`src/rtl/crop_pkg.sv`:
```
// crop_pkg: shared types, default widths and source-address helper
// for the crop_engine DMA slice.
package crop_pkg;

    localparam int ADDR_W_D  = 24;
    localparam int COORD_W_D = 11;

    typedef enum logic [2:0] {
        S_IDLE,
        S_CHECK,
        S_READ,
        S_WAIT,
        S_WRITE,
        S_DONE
    } state_t;

    // Column-major source address, computed wide; caller truncates.
    function automatic logic [63:0] src_addr(
        input logic [31:0] x,
        input logic [31:0] y,
        input logic [31:0] c,
        input logic [31:0] h,
        input logic [31:0] ch
    );
        logic [63:0] r;
        r = {32'd0, x} * {32'd0, h} * {32'd0, ch}
          + {32'd0, y} * {32'd0, ch}
          + {32'd0, c};
        return r;
    endfunction

endpackage

```
`src/rtl/crop_addr_gen.sv`:
```
// crop_addr_gen: x/y/c window counters, column-major walk and last flag.
// Optional descending-x walk when CROP_MIRROR_EN is defined.
module crop_addr_gen
    import crop_pkg::*;
#(
    parameter int IMG_HEIGHT = 100,
    parameter int CHANNELS   = 3,
    parameter int ADDR_W     = ADDR_W_D,
    parameter int COORD_W    = COORD_W_D
) (
    input  logic               clk,
    input  logic               rst_n,
    input  logic               init,
    input  logic               adv,
    input  logic [COORD_W-1:0] x_min,
    input  logic [COORD_W-1:0] x_max,
    input  logic [COORD_W-1:0] y_min,
    input  logic [COORD_W-1:0] y_max,
`ifdef CROP_MIRROR_EN
    input  logic               mirror,
`endif
    output logic [ADDR_W-1:0]  addr,
    output logic               last
);

    localparam int CW = (CHANNELS > 1) ? $clog2(CHANNELS) : 1;
    localparam logic [CW-1:0] C_LAST = CW'(CHANNELS - 1);

    logic [COORD_W-1:0] x;
    logic [COORD_W-1:0] y;
    logic [CW-1:0]      c;
    logic               mir;
    logic [COORD_W-1:0] x_end;

`ifdef CROP_MIRROR_EN
    assign mir = mirror;
`else
    assign mir = 1'b0;
`endif

    assign x_end = mir ? x_min : x_max;
    assign last  = (c == C_LAST) && (y == y_max) && (x == x_end);
    assign addr  = ADDR_W'(src_addr(32'(x), 32'(y), 32'(c),
                                    32'(IMG_HEIGHT), 32'(CHANNELS)));

    // Load window origin on init, then step c, then y, then x.
    always_ff @(posedge clk) begin
        if (!rst_n) begin
            x <= '0;
            y <= '0;
            c <= '0;
        end else if (init) begin
            x <= mir ? x_max : x_min;
            y <= y_min;
            c <= '0;
        end else if (adv && !last) begin
            if (c != C_LAST) begin
                c <= c + CW'(1);
            end else begin
                c <= '0;
                if (y != y_max) begin
                    y <= y + COORD_W'(1);
                end else begin
                    y <= y_min;
                    x <= mir ? x - COORD_W'(1) : x + COORD_W'(1);
                end
            end
        end
    end

endmodule

```
`src/rtl/crop_engine.sv`:
```
// crop_engine: window-crop DMA, frame memory to header-offset output stream.
// Optional mirror port and reversed x walk under CROP_MIRROR_EN.
module crop_engine
    import crop_pkg::*;
#(
    parameter int IMG_WIDTH  = 100,
    parameter int IMG_HEIGHT = 100,
    parameter int CHANNELS   = 3,
    parameter int DATA_W     = 16,
    parameter int ADDR_W     = ADDR_W_D,
    parameter int COORD_W    = COORD_W_D,
    parameter int HDR_OFFSET = 54,
    parameter int RD_LATENCY = 1
) (
    input  logic               clk,
    input  logic               rst_n,
    input  logic               start,
`ifdef CROP_MIRROR_EN
    input  logic               mirror,
`endif
    input  logic [COORD_W-1:0] x_min,
    input  logic [COORD_W-1:0] x_max,
    input  logic [COORD_W-1:0] y_min,
    input  logic [COORD_W-1:0] y_max,
    output logic               busy,
    output logic               done,
    output logic               err,
    output logic               rd_en,
    output logic [ADDR_W-1:0]  rd_addr,
    input  logic [DATA_W-1:0]  rd_data,
    output logic               wr_en,
    output logic [ADDR_W-1:0]  wr_addr,
    output logic [DATA_W-1:0]  wr_data,
    input  logic               wr_ready
);

    localparam int WW = (RD_LATENCY > 1) ? $clog2(RD_LATENCY) : 1;
    localparam logic [WW-1:0] W_LAST = WW'(RD_LATENCY - 1);
    localparam logic [31:0] IW = 32'(IMG_WIDTH);
    localparam logic [31:0] IH = 32'(IMG_HEIGHT);
    localparam logic [ADDR_W-1:0] HDR = ADDR_W'(HDR_OFFSET);

    state_t             state_q;
    state_t             state_d;
    logic [COORD_W-1:0] xmn_q;
    logic [COORD_W-1:0] xmx_q;
    logic [COORD_W-1:0] ymn_q;
    logic [COORD_W-1:0] ymx_q;
    logic               err_q;
    logic [ADDR_W-1:0]  wr_addr_q;
    logic [DATA_W-1:0]  wr_data_q;
    logic [WW-1:0]      wcnt_q;
    logic               start_ok;
    logic               bad;
    logic               wait_last;
    logic               acc;
    logic               last;
    logic [ADDR_W-1:0]  src;

    assign start_ok  = start && (state_q == S_IDLE || state_q == S_DONE);
    assign bad       = (xmn_q > xmx_q) || (ymn_q > ymx_q)
                    || (32'(xmx_q) >= IW) || (32'(ymx_q) >= IH);
    assign wait_last = (wcnt_q == W_LAST);
    assign acc       = (state_q == S_WRITE) && wr_ready;

`ifdef CROP_MIRROR_EN
    logic mir_q;
`endif

    crop_addr_gen #(
        .IMG_HEIGHT (IMG_HEIGHT),
        .CHANNELS   (CHANNELS),
        .ADDR_W     (ADDR_W),
        .COORD_W    (COORD_W)
    ) u_gen (
        .clk    (clk),
        .rst_n  (rst_n),
        .init   (state_q == S_CHECK),
        .adv    (acc),
        .x_min  (xmn_q),
        .x_max  (xmx_q),
        .y_min  (ymn_q),
        .y_max  (ymx_q),
`ifdef CROP_MIRROR_EN
        .mirror (mir_q),
`endif
        .addr   (src),
        .last   (last)
    );

    // State register.
    always_ff @(posedge clk) begin
        if (!rst_n) state_q <= S_IDLE;
        else        state_q <= state_d;
    end

    // Next-state logic.
    always_comb begin
        state_d = state_q;
        unique case (state_q)
            S_IDLE,
            S_DONE:  if (start) state_d = S_CHECK;
            S_CHECK: state_d = bad ? S_DONE : S_READ;
            S_READ:  state_d = S_WAIT;
            S_WAIT:  if (wait_last) state_d = S_WRITE;
            S_WRITE: if (wr_ready) state_d = last ? S_DONE : S_READ;
            default: state_d = S_IDLE;
        endcase
    end

    // Outputs decoded from state plus the datapath registers.
    always_comb begin
        busy    = !(state_q == S_IDLE || state_q == S_DONE);
        done    = (state_q == S_DONE);
        rd_en   = (state_q == S_READ);
        wr_en   = (state_q == S_WRITE);
        rd_addr = rd_en ? src : '0;
        err     = err_q;
        wr_addr = wr_addr_q;
        wr_data = wr_data_q;
    end

    // Bounds latch, error flag, read-wait timer, capture and write pointer.
    always_ff @(posedge clk) begin
        if (!rst_n) begin
            xmn_q     <= '0;
            xmx_q     <= '0;
            ymn_q     <= '0;
            ymx_q     <= '0;
            err_q     <= 1'b0;
            wr_addr_q <= HDR;
            wr_data_q <= '0;
            wcnt_q    <= '0;
        end else begin
            if (start_ok) begin
                xmn_q     <= x_min;
                xmx_q     <= x_max;
                ymn_q     <= y_min;
                ymx_q     <= y_max;
                err_q     <= 1'b0;
                wr_addr_q <= HDR;
            end
            if (state_q == S_CHECK && bad) err_q <= 1'b1;
            if (state_q == S_READ) begin
                wcnt_q <= '0;
            end else if (state_q == S_WAIT) begin
                wcnt_q <= wcnt_q + WW'(1);
                if (wait_last) wr_data_q <= rd_data;
            end
            if (acc) wr_addr_q <= wr_addr_q + ADDR_W'(1);
        end
    end

`ifdef CROP_MIRROR_EN
    // Traversal direction is fixed for the whole crop.
    always_ff @(posedge clk) begin
        if (!rst_n)        mir_q <= 1'b0;
        else if (start_ok) mir_q <= mirror;
    end
`endif

endmodule

```
`config.mk`:
```
export PLATFORM = sky130hd
export DESIGN_NAME = crop_engine
export DESIGN_NICKNAME = d
export VERILOG_FILES = /design/src/rtl/crop_pkg.sv /design/src/rtl/crop_addr_gen.sv /design/src/rtl/crop_engine.sv
export SDC_FILE = /design/constraint.sdc
export NUM_CORES = 1
export LEC_CHECK = 0
export ABC_AREA = 1
export CAP_MARGIN = 20
export CORE_AREA = 2 2 130 132
export DETAILED_ROUTE_END_ITERATION = 6
export DIE_AREA = 0 0 132 134
export PLACE_DENSITY = 0.88
export SETUP_SLACK_MARGIN = 0.15
export SLEW_MARGIN = 5
export SYNTH_ARGS = -nofsm -noshare
export SYNTH_HDL_FRONTEND = slang
export SYNTH_HIERARCHICAL = 1
export SYNTH_SLANG_ARGS = --single-unit
```
`constraint.sdc`:
```
create_clock -name clk -period 8.06 [get_ports clk]
set_clock_uncertainty 0.05 [all_clocks]
set_input_delay 1.209 -clock clk [delete_from_list [all_inputs] [get_ports clk]]
set_output_delay 1.209 -clock clk [all_outputs]
set_load 0.01 [all_outputs]
```
# Yosys cells after proc, flatten, opt, wreduce, memory -nomap -nowiden
# Index checks and enable logic that the tools add are counted.
word_totals:
  regBits: 113
  latchBits: 0
  ram_bits: 0
  rom_bits: 0
  word_cells: 87
  memories: 0
op_classes:
  addsub: 7
  multipliers: 3
  div: 0
  magnitude_cmp: 4
  n_eq_ne: 15
  n_shift: 0
  n_mux: 20
  n_bitwise: 3
  reduce_logical: 23
op_table:
  columns: ["op", "n"]
  rows:
  - ["$mux 11", 8]
  - ["$mux 24", 3]
  - ["$add 24x1->24 const B", 1]
  - ["$add 24x2->24", 1]
  - ["$add 11x1->11 const B", 2]
  - ["$eq 11x11->1", 2]
  - ["$ge 11x7->1 const B", 2]
  - ["$gt 11x11->1", 2]
  - ["$add 20x13->21", 1]
  - ["$mul 16x2->18 const B", 1]
  - ["$mul 11x5->16 const B", 1]
  - ["$mux 3", 5]
  - ["$pmux 3 s5", 1]
  - ["$mul 11x2->13 const B", 1]
  - ["$ne 11x11->1", 1]
  - ["$reduce_and 3->1", 3]
  - ["$eq 3x2->1 const B", 2]
  - ["$eq 3x3->1 const B", 2]
  - ["$logic_and 1x1->1", 6]
  - ["$ne 2x1->1 const B", 3]
  - ["$ne 2x2->1 const B", 3]
  - ["$reduce_bool 2->1", 3]
  - ["$reduce_or 2->1", 3]
  - ["$logic_or 1x1->1", 4]
  - ["10 further kinds", 14]

# Longest topological paths before layout
# Gate-level depths: netlist of the first run.
depth:
  depth_word: 7
  ltp_mapped: 30
  depth_no_buf: 30

# Hierarchy
# Netlist of the first run, hierarchy kept.
by_module_without_submodules:
  columns: ["mod", "instances", "cells_per_inst", "area_each_um2", "seq_area_each_um2"]
  rows:
  - ["crop_addr_gen", 1, 662, 4540.6, 480.5]
  - ["crop_engine", 1, 636, 4389.2, 1781.7]

# Worst setup path before layout of the first run
# OpenSTA, ideal clock, no wires.
synth_path:
  kind: "reg-to-output"
  start: "register u_gen.x[1]"
  end: "output rd_addr[19]"
  arrival_time_ns: 5.173
  path_slack_ns: 1.628
  stages_incl_launch_ff: 26
  cell_sequence: "dfxtp_1 > ha_1 > fa_1 > ha_1 > inv_1 > fa_1 > inv_1 > ha_1 > a21oi_1 > nand2_1 > a21oi_1 > xor2_1 > fa_1 > inv_1 > ha_1 > nand4_1 > o21ai_0 > a31oi_1 > o21a_1 > nor2_4 > nand3_2 > nor2_2 > nor2_1 > nor2_1 > inv_1 > nor2_1"
synth_via:
  elab_chain_cells: 5
synth_lines:
  columns: ["element", "line", "rtl"]
  rows:
  - ["start: declaration", "crop_addr_gen.sv:29", "logic [COORD_W-1:0] x;"]
  - ["start signal: assignment", "crop_addr_gen.sv:53", "x <= mir ? x_max : x_min;"]
  - ["start signal: assignment", "crop_addr_gen.sv:65", "x <= mir ? x - COORD_W'(1) : x + COORD_W'(1);"]
  - ["$mul 11x5->16", "crop_pkg.sv:26", "r = {32'd0, x} * {32'd0, h} * {32'd0, ch}"]
  - ["$mul 16x2->18", "crop_pkg.sv:26", null]
  - ["$add 20x13->21", "crop_pkg.sv:27", "+ {32'd0, y} * {32'd0, ch}"]
  - ["$add 24x2->24", "crop_pkg.sv:28", "+ {32'd0, c};"]
  - ["via src[19]", "crop_engine.sv:58", "logic [ADDR_W-1:0] src;"]
  - ["$mux 24", "crop_engine.sv:117", "rd_addr = rd_en ? src : '0;"]
  - ["end: declaration", "crop_engine.sv:29", "output logic [ADDR_W-1:0] rd_addr,"]
# The timed path passes the listed nets, and every way through them passes these cells.

# Worst setup path in the final report of the first run
layout_path:
  start: "register u_gen.x[1]"
  end: "output rd_addr[17]"
# Same word-level chain as after synthesis.

==> results of run 1 <==
[sequential cells by signal, indices dropped and copies added (netlist names)]
name	cells
err	1
state_q	3
u_gen/c	2
u_gen/x	11
u_gen/y	11
wcnt_q	1
wr_addr	24
wr_data	16
xmn_q	11
xmx_q	11
ymn_q	11
ymx_q	11
[synth_stat cells (5+ instances only)]
master and number:
nand2_1 229, inv_1 186, nor2_1 164, o21ai_0 116, dfxtp_1 113, ha_1 96, a21oi_1 86, nand3_1 56
xor2_1 38, nand2_2 24, clkbuf_1 22, xnor2_1 21, fa_1 18, nand4_1 14, nor3_1 10, a31oi_1 8
buf_2 8, inv_2 8, a211oi_1 6, a21o_1 6, buf_4 6, nand3_2 5
[per-stage QoR]
| step | power, mW | cell area (um2) | std cells |
|---|---|---|---|
| 2_1_floorplan | 2.72 | 8940 | 1300 |
| 3_3_place_gp | 3.14 | 10400 | 1616 |
| 3_5_place_dp | 3.23 | 10400 | 1616 |
| 4_1_cts | 4.05 | 11000 | 1647 |
| 5_1_grt | 4.47 | 11000 | 1647 |
| 6_report | 4.08 | 11000 | 1647 |
[kinds of logic after synthesis]
logic type      Yosys count  synth area share
compound gates          245             0.149
xor+xnor                 59            0.0579
fa+ha+maj               114             0.175
buf+inv                 233             0.102
flops                   113             0.253
other cells               1          0.000420
simple gates            533             0.263
[final cells by class]
class / instances / area share
clock buffers: 27 / 0.0476
clock inverters: 4 / 0.00865
inverters: 197 / 0.0674
multi-input cells: 954 / 0.526
flip-flops and latches: 113 / 0.206
well taps: 220 / 0.0250
repair buffers: 132 / 0.119
[metal layers]
layer | GRT usage | vias to the layer above | part of all wire
met5 | 0 | - | 0
met4 | 0.0785 | 0 | 0.019
met3 | 0.0646 | 44 | 0.083
met2 | 0.468 | 366 | 0.49
met1 | 0.315 | 3986 | 0.41
li1 | - | 4407 | -
[cells in the final DEF, fill, tap and decap left out, types with 4 or more instances in the layout]
cell type and n:
nand3_1 56, nand2_2 24, nand3b_1 4, o21ai_0 116
nor3_1 10, a21oi_2 5, a211oi_1 6, or2_1 4
nor2_1 164, o22ai_1 4, inv_1 186, inv_2 8
xor2_1 38, clkbuf_1 4, fa_1 18, a31oi_1 8
dfxtp_1 111, ha_1 95, xnor2_1 21, nand2_1 229
or2_2 4, nand4_1 14, clkbuf_16 17, a21o_1 6
clkbuf_8 6, nand3_2 5, a21oi_1 85, clkdlybuf4s50_1 127
[tightest hold or removal path, cell delays in order, from the launching register on]
cell,delay [ns]
dfxtp_1,0.31
nand2_1,0.06
a21oi_1,0.06
[power by group through the flow]
stage	registers [mW]	clock network, mW	logic, mW
finish	0.860	0.788	2.43
global route	0.875	0.816	2.77
CTS	0.852	0.787	2.41
detailed placement	0.860	0	2.37
global placement	0.852	0	2.29
floorplan	0.811	0	1.91
[how the worst max path moves through the flow]
stage / from / endpoint / slack (ns)
4_1_cts: u_gen/x[1]$_SDFFE_PN0P_ / rd_addr[19] / 0.19
3_3_place_gp: u_gen/x[1]$_SDFFE_PN0P_ / rd_addr[19] / 0.87
2_1_floorplan: u_gen/x[1]$_SDFFE_PN0P_ / rd_addr[19] / 1.63
3_5_place_dp: u_gen/x[1]$_SDFFE_PN0P_ / rd_addr[19] / 0.62
5_1_grt: u_gen/x[0]$_SDFFE_PN0P_ / rd_addr[17] / 0.25
6_report: u_gen/x[1]$_SDFFE_PN0P_ / rd_addr[17] / 0.58
[what timing repair did]
action,in CTS,in global routing
buffers inserted,0,0
endpoints found under the setup margin,0,8
gates resized for setup,0,6
==> impl_results.md, run 1 <==
* Site Rows at 47
* Crit Path Max Fanout at 7
* Yosys top cell area share at 0.253
* Mapped Cells at 1298
* CTS tree: built
* Outcome: completed
* Synth Flop Type: dfxtp_1
* R2R setup slack at 5.11 ns
* Ant. Diodes at 0
* Hold Startpoint: err$_SDFFE_PN0P_
* Slowest CP cell: clkdlybuf4s50_1
* GRT Resource Usage Total at 0.263
* Combinational share of power at 0.596
* Synth warn at 6
* Reg area at 2260 um2
* Sw Ratio at 0.471
* Max-Cap Viols at 0
* # H-tree levels at 4
* Area growth syn-to-layout at 23.1%
* Crit Reg-Reg Startpoint: u_gen/y[2]$_SDFFE_PN0P_
* Unrepaired setup endpoints after global routing: false
* Final worst path period share at 0.928
* Synth unique cells at 48
* Layout cell share with drive strength beyond 1 at 0.0652
* Average vias per placed instance at 5.34
* Final wirelength at 23300 um
* R2R cell count at 10
* Worst-path clk slew at 0.05 ns
* Largest net degree at the start of global routing at 95
* Total grt overflow at 0
* Starting density of the core at 0.548
* Num Clock Sinks at 113
* Hold_ws at 0.421 ns
* LEAKAGE at 5.26 nW
* Fmax achieved at 134 MHz
* DP Wirelength at 17000 um
* Fillers at 1299
* First-pass GRT wire length at 38900 um
* Chip Height at 134 um
* Max incr delay on CP at 0.57 ns
* Initial antenna violation count at 0
* Flop pwr share at 0.211
* Footprint of the multi-input gates at 5780 um2
* DRC at 0
* Switch Pwr at 1.92 mW
* Final Hold Viols at 0
* Hold Crit Class: reg -> reg
* Final Worst Setup Slack at 0.578 ns
* Top Family by Delay on Critical Path: adder cells
* CP startpoint kind: flip-flop
* Clock Path Buffers at 2
* Critical Path RT at 6.80 ns
* Post-layout util at 0.675
* Synth async-reset ratio at 0
* GPL Wtd Cong at 0.896
* WHS Endpoint: err$_SDFFE_PN0P_
* Post-CTS Hold Buffers at 0
* Antenna Nets Post-Route at 0
* Core ar. at 16300 um2
* DRT Pass-1 Iters at 7
* DR WL/cell at 14.1 um
* CTS Buf Count at 17
* Worst-margin pin slew at 0.952 ns
* Hold path depth at 2
* # IOs at 133
* Relative slew slack at 0.363
* Die area at 17700 um2
* EDFF count, synth at 0
* Clk_lat worst skew at 0.41 ns
* Die width at 132 um
* Post-synthesis sequential area ratio at 0.253
* Largest area contributor in the netlist: dfxtp_1
* Period minus WS final at 7.48 ns
* Via count at 8803
* Worst Setup End Kind: primary output
* Crit-path most repeated cell: inv_1
* WS Path Type: reg -> out
* Worst path depth at 26
* Nets at 1593
* Final Max Slew Viols at 0
* Cell Pwr Density at 371 nW/um2
* Worst vdd rail ir drop at 0.000217 V
* Power Internal at 2.16 mW
* Buf+Inv Stages, Crit Path at 5
* Clock power share at 0.193
* WP data arrival at 6.22 ns
* Top cells by area, synth: dfxtp_1, ha_1, nand2_1
* Final Setup Violations at 0
* Syn avg cell area at 6.88 um2
* Initial drt markers at 644
* Setup TNS at 0 ns
* Synthesized flop and latch total at 113
* CTS root buffer: clkbuf_16
* Place WS at 0.623 ns
* Crit Reg-Reg Endpoint: u_gen/x[10]$_SDFFE_PN0P_
* Netlist Area Pre-Place at 8930 um2
* Vias in the first global route at 8524
* Number of port buffers at 129
Note: power is estimated with default switching activity, not from simulation.
==> run 2: changes to the inputs <==
Settings changed: PLACE_DENSITY 0.88 to 0.85.
==> run 2 against run 1 <==
Against the previous run: non-clock buffer count grew 1; worst hold slack gained 0.0095 ns; largest cell class unchanged; count of clock-buffer cells in the layout shrank 6; cell area grew 0.14%; highest routed layer unchanged.
==> impl_results.md, run 2 (same netlist as run 1, synthesis figures left out) <==
* Outcome: completed
* GPL Wtd Cong at 0.871 (-2.9%)
* Sw Ratio at 0.469 (-0.00198)
* Combinational share of power at 0.593 (-0.003)
* Largest net degree at the start of global routing at 95 (unchanged)
* Clock Path Buffers at 2 (unchanged)
* Worst path depth at 25 (-3.8%)
* Top Family by Delay on Critical Path: adder cells
* Worst vdd rail ir drop at 0.000257 V (+18%)
* Worst-margin pin slew at 0.800 ns (-0.151 ns)
* Unrepaired setup endpoints after global routing: false
* First-pass GRT wire length at 37900 um (-2.4%)
* Final Setup Violations at 0 (unchanged)
* Crit Reg-Reg Startpoint: u_gen/y[2]$_SDFFE_PN0P_
* Fin cells at 1648 (+0.061%)
* Overall power consumption at 4.07 mW (-0.17%)
* Commonest non-fill, non-tap cells in the layout: nand2_1, inv_1, nor2_1, clkdlybuf4s50_1, o21ai_0
* Hold Crit Class: reg -> reg
* Die area at 17700 um2 (unchanged)
* CTS root buffer: clkbuf_16
* Hold Startpoint: wcnt_q$_SDFFE_PP0P_
* Initial drt markers at 511 (-21%)
* CP startpoint: u_gen/x[2]$_SDFFE_PN0P_
* Core ar. at 16300 um2 (unchanged)
* DRC at 0 (unchanged)
* Relative slew slack at 0.466 (+0.103)
* Site Rows at 47 (unchanged)
* Starting density of the core at 0.548 (unchanged)
* CTS Buf Count at 17 (unchanged)
* Worst Setup End Kind: primary output
* Final Max Slew Viols at 0 (unchanged)
* Antenna Nets Post-Route at 0 (unchanged)
* Power Internal at 2.16 mW (+0.21%)
* Vias in the first global route at 8445 (-0.93%)
* Average vias per placed instance at 5.29 (-1.0%)
* Total grt overflow at 0 (unchanged)
* Number of port buffers at 129 (unchanged)
* LEAKAGE at 5.24 nW (-0.31%)
* Post-CTS Hold Buffers at 0 (unchanged)
* Worst-path clk slew at 0.05 ns (about the same)
* DP Wirelength at 16800 um (-1.2%)
* Final wirelength at 22500 um (-3.4%)
* Setup TNS at 0 ns (unchanged)
* R2R cell count at 10 (unchanged)
* Max incr delay on CP at 0.57 ns (about the same)
* Period minus WS final at 7.43 ns (-0.0499 ns)
* R2R setup slack at 5.10 ns (about the same)
* Die width at 132 um (unchanged)
* Final Cell Area at 11000 um2 (+0.14%)
* Max FFs per register at 24 (unchanged)
* DRT Pass-1 Iters at 5 (-2)
* Fmax achieved at 135 MHz (+0.67%)
* Slowest CP cell: clkdlybuf4s50_1
* Cell Pwr Density at 370 nW/um2 (-0.30%)
* Placed Instances at 1617 (+0.062%)
* # IOs at 133 (unchanged)
* Nets at 1594 (+0.063%)
* Ant. Diodes at 0 (unchanged)
* DR WL/cell at 13.7 um (-3.4%)
* Switch Pwr at 1.91 mW (-0.59%)
* # H-tree levels at 4 (unchanged)
* Clock power share at 0.196 (+0.003)
* Num Clock Sinks at 113 (unchanged)
* Buf+Inv Stages, Crit Path at 5 (unchanged)
* WS Path Type: reg -> out
* Flop pwr share at 0.211 (about the same)
* Initial antenna violation count at 0 (unchanged)
* Post-layout util at 0.676 (+0.000922)
* WP data arrival at 6.17 ns (-0.05 ns)
* Max-Cap Viols at 0 (unchanged)
* CTS tree: built
* Crit Path Max Fanout at 8 (+1)
* Final Hold Viols at 0 (unchanged)
* CP startpoint kind: flip-flop
* Via count at 8716 (-0.99%)
* Area growth syn-to-layout at 23.3%
* Chip Height at 134 um (unchanged)
* Area after DPL at 10400 um2 (about the same)
* Hold path depth at 2 (unchanged)
* Critical Path RT at 6.80 ns (about the same)
* GRT Resource Usage Total at 0.258 (-0.00511)
* Clk_lat worst skew at 0.42 ns (about the same)
* Final worst path period share at 0.922 (-0.00619)
* Leading cell type in the layout, fill and taps excluded: nand2_1
* Layout cell share with drive strength beyond 1 at 0.0679 (+0.00276)
run 2: cell types whose count changed in the layout (fill, tap and decap cells not counted):
cell / before / now
clkinvlp_4: 0 / 3
o21ai_0: 116 / 115
bufinv_16: 3 / 4
o21ai_1: 2 / 3
clkbuf_1: 4 / 1
clkinv_2: 2 / 4
buf_4: 3 / 4
clkdlybuf4s50_1: 127 / 128
clkbuf_8: 6 / 3
dlymetal6s2s_1: 1 / 0
run 2: timing repair:
item,in CTS,in global routing
resized for setup,0,6
setup buffers,0,0
setup endpoints to repair,0,8
hold endpoints to repair,0,0
run 2: path summary, 6_finish.rpt:
kind	endpoint
setup reg to reg	u_gen/x[9]$_SDFFE_PN0P_
setup / recovery	rd_addr[17]
hold / removal	wcnt_q$_SDFFE_PP0P_
hold reg to reg	wcnt_q$_SDFFE_PP0P_
run 2: tightest hold or removal path: stages, from the launching register on:
cell     delay (ns)
dfxtp_1        0.32
nand2_1        0.06
a21oi_1        0.05
run 2: power groups by stage:
stage	registers (mW)	logic, mW	clock network [mW]
detailed placement	0.859	2.37	0
floorplan	0.811	1.91	0
global route	0.876	2.78	0.829
finish	0.858	2.41	0.799
global placement	0.854	2.30	0
CTS	0.851	2.41	0.801
run 2: per-stage QoR:
step | hold slack, ns | worst slack, ns
after floorplan | 0.398 | 1.63
after global placement | 0.407 | 0.860
after detailed placement | 0.418 | 0.695
after CTS | 0.433 | 0.241
after global routing | 0.454 | 0.152
final | 0.431 | 0.628
run 2: area by class of cell:
class,count,area (um2)
Clock buffer,21,470
Clock inverter,10,158
Inverter,197,741
Timing Repair Buffer,133,1320
Fill cell,1347,5280
Tap cell,220,275
Multi-Input combinational cell,954,5780
Sequential cell,113,2260
run 2: layer usage:
layer | global-route usage | wire length (um) | vias to the layer above
met4 | 0.0725 | 318 | 0
met5 | 0 | 0 | -
li1 | - | - | 4412
met1 | 0.307 | 9490 | 3985
met2 | 0.455 | 11000 | 285
met3 | 0.0737 | 1740 | 34
